<file path="src/rtl/stereo_frame_sequencer_if.sv">
// Bundle of the pixel-stream, core-facing and status signals of the stereo
// frame sequencer. The sequencer sits on the slave side; the producer side
// (pixel FIFOs, control, core feedback) uses the master modport.
interface stereo_frame_sequencer_if #(
  parameter int N    = 8,
  parameter int DBIT = 6
);
  // Frame control
  logic            i_start;
  logic [DBIT-1:0] i_thresh;

  // Left / right pixel streams
  logic            i_l_valid;
  logic [N-1:0]    i_l_data;
  logic            o_l_ready;
  logic            i_r_valid;
  logic [N-1:0]    i_r_data;
  logic            o_r_ready;

  // Towards the stereo_match core
  logic [N-1:0]    o_core_data_l;
  logic [N-1:0]    o_core_data_r;
  logic            o_core_dval;
  logic [DBIT-1:0] o_core_thresh;

  // Back from the stereo_match core
  logic            i_core_dval;

  // Status
  logic            o_busy;
  logic            o_frame_done;
  logic [31:0]     o_out_cnt;

  modport master (
    output i_start, i_thresh,
    output i_l_valid, i_l_data, i_r_valid, i_r_data,
    output i_core_dval,
    input  o_l_ready, o_r_ready,
    input  o_core_data_l, o_core_data_r, o_core_dval, o_core_thresh,
    input  o_busy, o_frame_done, o_out_cnt
  );

  modport slave (
    input  i_start, i_thresh,
    input  i_l_valid, i_l_data, i_r_valid, i_r_data,
    input  i_core_dval,
    output o_l_ready, o_r_ready,
    output o_core_data_l, o_core_data_r, o_core_dval, o_core_thresh,
    output o_busy, o_frame_done, o_out_cnt
  );
endinterface

</file>
<file path="src/rtl/stereo_frame_sequencer.sv">
// Frame sequencer in front of the stereo_match core.
// Pairs left/right pixels, issues them to the core one line at a time with
// horizontal blanking between lines, appends flush pixels after the last line
// to drain the core pipeline, and counts the core's output pixels.
// All core-facing and status outputs are registered, so they show what the
// FSM decided one cycle earlier; the stream readies are the only
// combinational outputs.
module stereo_frame_sequencer #(
  parameter int N    = 8,
  parameter int D    = 64,
  parameter int M    = 450,
  parameter int ROWS = 375,
  parameter int HB   = 16,
  parameter int FL   = 1024
) (
  input  logic                    i_clk,
  input  logic                    i_rstn,
  stereo_frame_sequencer_if.slave bus
);

  localparam int DBIT = $clog2(D);
  localparam int CW   = (M    > 1) ? $clog2(M)    : 1;
  localparam int RW   = (ROWS > 1) ? $clog2(ROWS) : 1;
  localparam int BW   = (HB   > 1) ? $clog2(HB)   : 1;
  localparam int FW   = (FL   > 1) ? $clog2(FL)   : 1;

  localparam logic [CW-1:0] COL_LAST   = CW'(M - 1);
  localparam logic [RW-1:0] ROW_LAST   = RW'(ROWS - 1);
  localparam logic [BW-1:0] BLANK_LAST = BW'(HB - 1);
  localparam logic [FW-1:0] FLUSH_LAST = FW'(FL - 1);

  typedef enum logic [2:0] {
    S_IDLE,
    S_LINE,
    S_HBLANK,
    S_FLUSH,
    S_DONE
  } state_e;

  // FSM state and position counters
  state_e          state_q, state_d;
  logic [CW-1:0]   col_q,   col_d;
  logic [RW-1:0]   row_q,   row_d;
  logic [BW-1:0]   blank_q, blank_d;
  logic [FW-1:0]   flush_q, flush_d;

  // Registered outputs
  logic [N-1:0]    data_l_q, data_l_d;
  logic [N-1:0]    data_r_q, data_r_d;
  logic            dval_q,   dval_d;
  logic [DBIT-1:0] thresh_q, thresh_d;
  logic [31:0]     cnt_q,    cnt_d;
  logic            busy_q,   busy_d;
  logic            done_q,   done_d;

  logic handshake;
  logic start_accept;

  // A pixel pair is consumed only when both sides are valid during a line.
  assign handshake = (state_q == S_LINE) && bus.i_l_valid && bus.i_r_valid;

  // busy_q stays high for the frame_done cycle, so a start there is ignored.
  assign start_accept = (state_q == S_IDLE) && bus.i_start && !busy_q;

  // State register and position counters.
  // NOTE: sequential state uses non-blocking assignments so every flop samples
  // the pre-edge values regardless of process ordering.
  always_ff @(posedge i_clk or negedge i_rstn) begin
    if (!i_rstn) begin
      state_q <= S_IDLE;
      col_q   <= '0;
      row_q   <= '0;
      blank_q <= '0;
      flush_q <= '0;
    end else begin
      state_q <= state_d;
      col_q   <= col_d;
      row_q   <= row_d;
      blank_q <= blank_d;
      flush_q <= flush_d;
    end
  end

  // Next-state and counter update logic.
  // NOTE: every variable gets a hold default first so no path infers a latch.
  always_comb begin
    state_d = state_q;
    col_d   = col_q;
    row_d   = row_q;
    blank_d = blank_q;
    flush_d = flush_q;
    case (state_q)
      S_IDLE: begin
        if (start_accept) begin
          state_d = S_LINE;
          col_d   = '0;
          row_d   = '0;
          blank_d = '0;
          flush_d = '0;
        end
      end
      S_LINE: begin
        if (handshake) begin
          if (col_q == COL_LAST) begin
            col_d = '0;
            if (row_q == ROW_LAST) begin
              state_d = S_FLUSH;
            end else begin
              row_d   = row_q + 1'b1;
              state_d = S_HBLANK;
            end
          end else begin
            col_d = col_q + 1'b1;
          end
        end
      end
      S_HBLANK: begin
        if (blank_q == BLANK_LAST) begin
          blank_d = '0;
          state_d = S_LINE;
        end else begin
          blank_d = blank_q + 1'b1;
        end
      end
      S_FLUSH: begin
        if (flush_q == FLUSH_LAST) begin
          flush_d = '0;
          state_d = S_DONE;
        end else begin
          flush_d = flush_q + 1'b1;
        end
      end
      S_DONE:  state_d = S_IDLE;
      default: state_d = S_IDLE;
    endcase
  end

  // Output decode: core pixel issue, threshold latch, status and core counter.
  always_comb begin
    dval_d   = 1'b0;
    data_l_d = data_l_q;
    data_r_d = data_r_q;
    case (state_q)
      S_LINE: begin
        if (handshake) begin
          dval_d   = 1'b1;
          data_l_d = bus.i_l_data;
          data_r_d = bus.i_r_data;
        end
      end
      S_FLUSH: begin
        dval_d   = 1'b1;
        data_l_d = '0;
        data_r_d = '0;
      end
      default: ;
    endcase

    busy_d   = (state_q != S_IDLE);
    done_d   = (state_q == S_DONE);
    thresh_d = start_accept ? bus.i_thresh : thresh_q;

    // A start clears the counter; a core pulse in that same cycle belongs to
    // the previous frame and is dropped.
    if (start_accept) begin
      cnt_d = '0;
    end else if (bus.i_core_dval && (cnt_q != 32'hFFFF_FFFF)) begin
      cnt_d = cnt_q + 32'd1;
    end else begin
      cnt_d = cnt_q;
    end
  end

  // Output registers.
  always_ff @(posedge i_clk or negedge i_rstn) begin
    if (!i_rstn) begin
      data_l_q <= '0;
      data_r_q <= '0;
      dval_q   <= 1'b0;
      thresh_q <= '0;
      cnt_q    <= '0;
      busy_q   <= 1'b0;
      done_q   <= 1'b0;
    end else begin
      data_l_q <= data_l_d;
      data_r_q <= data_r_d;
      dval_q   <= dval_d;
      thresh_q <= thresh_d;
      cnt_q    <= cnt_d;
      busy_q   <= busy_d;
      done_q   <= done_d;
    end
  end

  assign bus.o_l_ready     = handshake;
  assign bus.o_r_ready     = handshake;
  assign bus.o_core_data_l = data_l_q;
  assign bus.o_core_data_r = data_r_q;
  assign bus.o_core_dval   = dval_q;
  assign bus.o_core_thresh = thresh_q;
  assign bus.o_out_cnt     = cnt_q;
  assign bus.o_busy        = busy_q;
  assign bus.o_frame_done  = done_q;

endmodule

</file>
<file path="src/flat_wrapper.sv">
// flat-port wrapper written by rule: the top's interface ports become plain ports
module stereo_frame_sequencer_flat 
#(
  parameter int N    = 8,
  parameter int D    = 64,
  parameter int M    = 450,
  parameter int ROWS = 375,
  parameter int HB   = 16,
  parameter int FL   = 1024
)
  (i_clk, i_rstn, bus_i_start, bus_i_thresh, bus_i_l_valid, bus_i_l_data, bus_i_r_valid, bus_i_r_data, bus_i_core_dval, bus_o_l_ready, bus_o_r_ready, bus_o_core_data_l, bus_o_core_data_r, bus_o_core_dval, bus_o_core_thresh, bus_o_busy, bus_o_frame_done, bus_o_out_cnt);
  stereo_frame_sequencer_if #(.N(N), .DBIT((6))) bus_i ();
  input  logic i_clk;
  input  logic i_rstn;
  input wire logic [$bits(bus_i.i_start)-1:0] bus_i_start;
  input wire logic [$bits(bus_i.i_thresh)-1:0] bus_i_thresh;
  input wire logic [$bits(bus_i.i_l_valid)-1:0] bus_i_l_valid;
  input wire logic [$bits(bus_i.i_l_data)-1:0] bus_i_l_data;
  input wire logic [$bits(bus_i.i_r_valid)-1:0] bus_i_r_valid;
  input wire logic [$bits(bus_i.i_r_data)-1:0] bus_i_r_data;
  input wire logic [$bits(bus_i.i_core_dval)-1:0] bus_i_core_dval;
  output wire logic [$bits(bus_i.o_l_ready)-1:0] bus_o_l_ready;
  output wire logic [$bits(bus_i.o_r_ready)-1:0] bus_o_r_ready;
  output wire logic [$bits(bus_i.o_core_data_l)-1:0] bus_o_core_data_l;
  output wire logic [$bits(bus_i.o_core_data_r)-1:0] bus_o_core_data_r;
  output wire logic [$bits(bus_i.o_core_dval)-1:0] bus_o_core_dval;
  output wire logic [$bits(bus_i.o_core_thresh)-1:0] bus_o_core_thresh;
  output wire logic [$bits(bus_i.o_busy)-1:0] bus_o_busy;
  output wire logic [$bits(bus_i.o_frame_done)-1:0] bus_o_frame_done;
  output wire logic [$bits(bus_i.o_out_cnt)-1:0] bus_o_out_cnt;
  assign bus_i.i_start = bus_i_start;
  assign bus_i.i_thresh = bus_i_thresh;
  assign bus_i.i_l_valid = bus_i_l_valid;
  assign bus_i.i_l_data = bus_i_l_data;
  assign bus_i.i_r_valid = bus_i_r_valid;
  assign bus_i.i_r_data = bus_i_r_data;
  assign bus_i.i_core_dval = bus_i_core_dval;
  assign bus_o_l_ready = bus_i.o_l_ready;
  assign bus_o_r_ready = bus_i.o_r_ready;
  assign bus_o_core_data_l = bus_i.o_core_data_l;
  assign bus_o_core_data_r = bus_i.o_core_data_r;
  assign bus_o_core_dval = bus_i.o_core_dval;
  assign bus_o_core_thresh = bus_i.o_core_thresh;
  assign bus_o_busy = bus_i.o_busy;
  assign bus_o_frame_done = bus_i.o_frame_done;
  assign bus_o_out_cnt = bus_i.o_out_cnt;
  stereo_frame_sequencer #(.N(N), .D(D), .M(M), .ROWS(ROWS), .HB(HB), .FL(FL)) u_core (.i_clk(i_clk), .i_rstn(i_rstn), .bus(bus_i));
endmodule
</file>
<file path="config.mk">
export PLATFORM = sky130hd
export DESIGN_NAME = stereo_frame_sequencer_flat
export DESIGN_NICKNAME = d
export VERILOG_FILES = /design/src/rtl/stereo_frame_sequencer_if.sv /design/src/rtl/stereo_frame_sequencer.sv /design/src/flat_wrapper.sv
export SDC_FILE = /design/constraint.sdc
export NUM_CORES = 1
export LEC_CHECK = 0
export ABC_AREA = 1
export CAP_MARGIN = 20
export CORE_MARGIN = 2
export CORE_UTILIZATION = 45
export CTS_CLUSTER_SIZE = 25
export DETAILED_ROUTE_END_ITERATION = 7
export GPL_ROUTABILITY_DRIVEN = 0
export PLACE_DENSITY_LB_ADDON = 0.25
export SKIP_LAST_GASP = 1
export SYNTH_ARGS = -nofsm -noshare
export SYNTH_HDL_FRONTEND = slang
export SYNTH_SLANG_ARGS = --single-unit
</file>
<file path="constraint.sdc">
create_clock -name i_clk -period 3.5 [get_ports i_clk]
set_input_delay 1.05 -clock i_clk [delete_from_list [all_inputs] [get_ports i_clk]]
set_output_delay 1.05 -clock i_clk [all_outputs]
set_load 0.02 [all_outputs]
</file>
==> impl_metrics.json, run 1 <==
{
  "fp.dieH_um": 110,
  "die_area_um2": 12200,
  "initial_core_util_pct": 46.6,
  "slew_violations": 0,
  "insertion_delay_ns": 0.34,
  "yosysWarnings": 0,
  "die_w_um": 110,
  "cts_tree": "done",
  "fillCellCount": 1049,
  "clk_pin_slew_worst_paths_ns": 0.06,
  "critical_path.cell_chain": "clkdlybuf4s50_1 > nand2_1 > inv_1 > nand2_2 > clkinv_1 > clkdlybuf4s50_1",
  "rows": 38,
  "ant_nets": 0,
  "synth.distinct_cells": 34,
  "drc": 0,
  "port_buffers": 86,
  "period_share_pct": 98.1,
  "p_total_mw": 4.05,
  "worst_slew_pin_slew_ns": 0.715,
  "cts_root_buffer": "clkbuf_16",
  "yosysMostFrequentCell": "nand2_1",
  "ir_drop_mv": 0.336,
  "synthesis.area_um2": 5100,
  "grt_pass1_wl_um": 20600,
  "synth.avg_cell_area_um2": 7.28,
  "crit_fanout": 3,
  "hold_slack_ns": 0.483,
  "grt_antenna_before_repair": 0,
  "status": "complete, no violations",
  "fin_area_um2": 6370,
  "fmax_mhz": 291,
  "crit_path_end_kind": "output port",
  "drtIter0Drc": 293,
  "numCtsBuffers": 9,
  "drt-total-wl_um": 11900,
  "slowest_delay_ns": 0.60,
  "stdcell_count": 931,
  "grt_pass1_vias": 4571,
  "slew-limit-headroom_pct": 52.3,
  "dp_hpwl_um": 8630,
  "cp_slowest_cell": "clkdlybuf4s50_1",
  "netlist.area_leader.share_pct": 45.1,
  "final_nets": 822,
  "synth_commonest_cells": "nand2_1 (277), dfrtp_1 (92), nor2_1 (73)",
  "dp.cells": 916,
  "area_growth_pct": 24.9,
  "wl_per_cell_um": 12.7,
  "critPathRequiredTime_ns": 2.45,
  "path_common_cell": "clkdlybuf4s50_1",
  "hold_violations": 0,
  "synth_top_area_cell": "dfrtp_1",
  "period_needed_ns": 3.43,
  "fin_skew_ns": 0.00673,
  "vias": 4729,
  "synthTopCellsByArea": "dfrtp_1 (45%), nand2_1 (20%), nor2_1 (5.4%)",
  "powerDensity_nw_per_um2": 637,
  "pre_cts_slack_ns": 0.0555,
  "synth_nets": 736,
  "layout_setup_ws_ns": 0.0678,
  "cap_violations": 0,
  "num_antenna_cells": 0,
  "syn_inst": 701,
  "layout-drive-gt1-share_pct": 4.68,
  "cp-start-kind": "input pin",
  "ff_latch_area_um2": 2300,
  "cts_sinks": 92,
  "fin_setup_tns_ns": 0,
  "firstDrtPassIters": 4,
  "finalSetupViolCount": 0,
  "ys.flop_type": "dfrtp_1",
  "yosys_register_bits": 92,
  "grt_max_degree": 69,
  "critPathArrivalTime_ns": 2.38,
  "vias_per_cell": 5.08,
  "final_core_util_pct": 58.2,
  "cts_buffer_depth": 2,
  "worstSetupPathType": "input pin to output port",
  "ctsHtreeMaxLevel": 3,
  "overflow": 0,
  "rsz0062_at_grt": "no",
  "hold_class": "flip-flop to flip-flop",
  "multi_input_area_um2": 2460,
  "synth_edf_count": 0,
  "io_pins": 87,
  "grt_use_total_pct": 20.0,
  "async_flop_share_pct": 100,
  "cts_hold_buf": 0,
  "post_dp_cell_area_um2": 6080,
  "seq_area_frac_synth_pct": 45.1,
  "core_um2": 10900,
  "p_leak_nw": 3.00
}
## worst paths after layout
check,slack (ns),from,endpoint,depth (start not counted)
min in group asynchronous,0.61,i_rstn,u_core.bus.o_out_cnt[18],1
setup / recovery,0.07,bus_i_l_valid,bus_o_r_ready,6
hold / removal,0.48,u_core.bus.o_core_thresh[1],u_core.bus.o_core_thresh[1],2
hold reg to reg,0.48,u_core.bus.o_core_thresh[1],u_core.bus.o_core_thresh[1],2
setup reg to reg,1.48,u_core.state_q[2],u_core.row_q[0],9
max in group asynchronous,2.22,i_rstn,u_core.flush_q[5],2
## cell families (layout without fill, tap and decap cells)
logic type | Yosys count | in the layout | share of synthesized area [%]
AOI/OAI and AO/OA | 58 | 58 | 5.99
xor gates and xnor gates | 23 | 23 | 3.95
adders and majority gates | 7 | 7 | 1.72
buffers and inverters | 79 | 169 | 6.67
DFF | 92 | 92 | 45.1
and+or+nand+nor | 442 | 442 | 36.5
## metal layers
metal | global-route usage, % | share of wire [%] | vias up
li1 | - | - | 2383
met1 | 25.2 | 44 | 2210
met2 | 33.9 | 49 | 121
met3 | 4.99 | 5.3 | 15
met4 | 6.08 | 1.3 | 0
met5 | 0 | 0 | -
## sequential cells by signal (all words and copies together), names as in the netlist, 3 cells and up
signal and cells:
u_core.blank_q 4, u_core.bus.o_core_data_l 8, u_core.bus.o_core_data_r 8, u_core.bus.o_core_thresh 6, u_core.bus.o_out_cnt 32, u_core.col_q 9, u_core.flush_q 10, u_core.row_q 9
u_core.state_q 3
## critical path, delay by kind of cell
family	cells	cell delay, ns
simple gates	2	0.12
buf+inv	4	1.21
## report_power, final
| group | internal [mW] | total, mW | switching (mW) |
|---|---|---|---|
| clock network | 0.569 | 0.969 | 0.400 |
| logic | 0.596 | 1.53 | 0.937 |
| registers | 1.32 | 1.55 | 0.230 |
## what timing repair did
action                                 CTS  global route
setup endpoints to repair                0             1
buffers inserted                         0             0
gates resized for setup                  0             1
endpoints found under the hold margin    0             0
## placed cells by master (no fill, tap or decap), types with 2 or more instances in the layout
cell type and instances:
a21oi_1 10, buf_4 4, clkbuf_1 3, clkbuf_16 9
clkdlybuf4s50_1 84, dfrtp_1 92, ha_1 7, inv_1 60
inv_2 2, nand2_1 277, nand2_2 5, nand2_4 3
nand3_1 46, nand3b_1 6, nand4_1 7, nor2_1 73
nor2_2 5, nor2_4 2, nor3_1 14, o21a_1 2
o21ai_0 29, o21ai_1 12, o21bai_1 2, o22ai_1 2
xnor2_1 11, xor2_1 12
## cell type report
| type | instances | share of cell area, % |
|---|---|---|
| inverter | 64 | 3.85 |
| multi-input combinational | 530 | 38.6 |
| clock inverter | 2 | 0.550 |
| tap | 140 | 2.75 |
| sequential | 92 | 36.1 |
| clock buffer | 13 | 3.93 |
| timing repair buffer | 90 | 14.2 |
(Power assumes the default switching activity.)
==> run 2, diff against run 1 <==
--- a/config.mk
+++ b/config.mk
@@ -8,7 +8,7 @@
 export ABC_AREA = 1
 export CAP_MARGIN = 20
 export CORE_MARGIN = 2
-export CORE_UTILIZATION = 45
+export CORE_UTILIZATION = 55
 export CTS_CLUSTER_SIZE = 25
 export DETAILED_ROUTE_END_ITERATION = 7
 export GPL_ROUTABILITY_DRIVEN = 0
==> run 2 against run 1 <==
Net effect: routed wire length is 3.1% lower; critical path depth stayed put; hold slack better by 0.0054 ns; largest power group unchanged; via count is 0.91% lower; total power is 2.9% lower; critical path type unchanged; maximum frequency is 0.79% higher; die area is 18% lower; core utilization is 11 points higher; flip-flop and latch count stayed put.
==> impl_metrics.json, run 2 (same netlist as run 1, synthesis figures left out) <==
{
  "critical_path_cell_count": 6,
  "cts_resized": 0,
  "crit_path_end_kind": "output port",
  "vias_per_cell": 5.20,
  "cts_tree": "done",
  "ant_nets": 0,
  "numCtsBuffers": 9,
  "rsz0062_at_grt": "no",
  "grt_antenna_before_repair": 0,
  "io_pins": 87,
  "reg2reg_depth": 9,
  "grt_pass1_wl_um": 20000,
  "overflow": 0,
  "worst_path_dominant_cell_family": "buffers and inverters",
  "period_share_pct": 97.3,
  "grt_max_degree": 58,
  "layout_setup_ws_ns": 0.0948,
  "period_needed_ns": 3.41,
  "cap_violations": 0,
  "drc": 0,
  "hold_class": "flip-flop to flip-flop",
  "area_growth_pct": 23.2,
  "grt_pass1_vias": 4484,
  "insertion_delay_ns": 0.37,
  "fmax_mhz": 294,
  "slew-limit-headroom_pct": 53.5,
  "rrSetupSlack_ns": 1.47,
  "port_buffers": 86,
  "cts_buffer_depth": 2,
  "wl_per_cell_um": 12.7,
  "ctsHtreeMaxLevel": 3,
  "die_w_um": 100,
  "ir_drop_mv": 0.373,
  "worstPathBufferInverterCount": 4,
  "hold_violations": 0,
  "layout-drive-gt1-share_pct": 5.06,
  "slew_violations": 0,
  "finalSetupViolCount": 0,
  "worstSetupPathType": "input pin to output port",
  "timing.rr.start": "u_core.state_q[2]",
  "largest_register_ffs": 32,
  "cp_slowest_cell": "clkdlybuf4s50_1",
  "worst_slew_pin_slew_ns": 0.697,
  "die_area_um2": 10100,
  "initial_core_util_pct": 56.0,
  "drt-total-wl_um": 11500,
  "critical_path.cell_chain": "clkdlybuf4s50_1 > nand2_1 > inv_1 > nand2_2 > clkinv_1 > clkdlybuf4s50_1",
  "cp-start-kind": "input pin",
  "final_nets": 822,
  "cts_hold_buf": 0,
  "fin_skew_ns": 0.0104,
  "critPathArrivalTime_ns": 2.36,
  "firstDrtPassIters": 5,
  "status": "complete, no violations",
  "crit_end": "bus_o_l_ready",
  "cts_sinks": 92,
  "layout_common_cells": "nand2_1 (277), dfrtp_1 (92), clkdlybuf4s50_1 (85)",
  "fin_setup_tns_ns": 0,
  "grt_use_total_pct": 24.7,
  "pre_cts_slack_ns": 0.0930,
  "p_total_mw": 3.94,
  "hold_slack_ns": 0.488,
  "num_antenna_cells": 0,
  "rows": 35,
  "drtIter0Drc": 252,
  "postCtsSetupBuffers": 0,
  "cts_root_buffer": "clkbuf_8",
  "path_common_cell": "clkdlybuf4s50_1",
  "crit_path_start": "bus_i_r_valid",
  "clk_pin_slew_worst_paths_ns": 0.08,
  "p_leak_nw": 2.96,
  "vias": 4686,
  "r2r_end": "u_core.row_q[4]",
  "mostFrequentLayoutCell": "nand2_1",
  "crit_fanout": 3,
  "core_um2": 9110,
  "fp.dieH_um": 100,
  "slowest_delay_ns": 0.60,
  "dp_hpwl_um": 8300,
  "powerDensity_nw_per_um2": 627,
  "critPathRequiredTime_ns": 2.45
}
## run 2: cell count changes in the layout (fill, tap and decap cells not counted), sizes merged
cell           change
clkdlybuf4s50      +1
bufinv             +2
dlymetal6s2s       -1
inv                +1
clkinv             +1
clkbuf             -4
## run 2: layout make-up
cell class                 instances  area, µm²
inverter                          64        245
sequential                        92       2300
tap                              111        139
clock buffer                       9        124
fill                             742       2830
clock inverter                     6        113
timing repair buffer              90        901
multi-input combinational        530       2460
## run 2: metal layers
metal	up-vias	global-route usage (%)	part of all wire, %
met5	-	0	0
met4	0	9.91	2.0
met3	24	5.57	6.6
met2	135	40.9	49
met1	2157	31.5	43
li1	2370	-	-
## run 2: metrics by stage
stage                     area, µm²  cells  utilization (%)
final                          6280    902             69.0
after detailed placement       6040    887             66.4
after floorplan                5100    701                -
after global routing           6280    902             69.0
after CTS                      6280    902             69.0
after global placement         6040    887             66.4
## run 2: worst reg2reg max path, delay by kind of cell, from the launching register on
kind	cells	cell delay, ns
buffers and inverters	1	0.08
flip-flops	1	0.45
AND/OR/NAND/NOR	8	1.44
## run 2: worst min path at each step
stage                                start  depth (start not counted)  slack, ns                           to
2_1_floorplan            u_core.flush_q[9]                          2       0.46            u_core.flush_q[9]
3_3_place_gp   u_core.bus.o_core_thresh[4]                          2       0.47  u_core.bus.o_core_thresh[4]
3_5_place_dp   u_core.bus.o_core_thresh[0]                          2       0.47  u_core.bus.o_core_thresh[0]
4_1_cts        u_core.bus.o_core_thresh[4]                          2       0.50  u_core.bus.o_core_thresh[4]
5_1_grt        u_core.bus.o_core_thresh[5]                          2       0.52  u_core.bus.o_core_thresh[5]
6_report       u_core.bus.o_core_thresh[4]                          2       0.49  u_core.bus.o_core_thresh[4]
## run 2: report_power, final
| part | switching (mW) | leakage, nW | internal (mW) | total (mW) |
|---|---|---|---|---|
| sequential | 0.230 | 1.24 | 1.32 | 1.55 |
| combinational | 0.934 | 1.60 | 0.597 | 1.53 |
| clock | 0.385 | 0.120 | 0.473 | 0.858 |
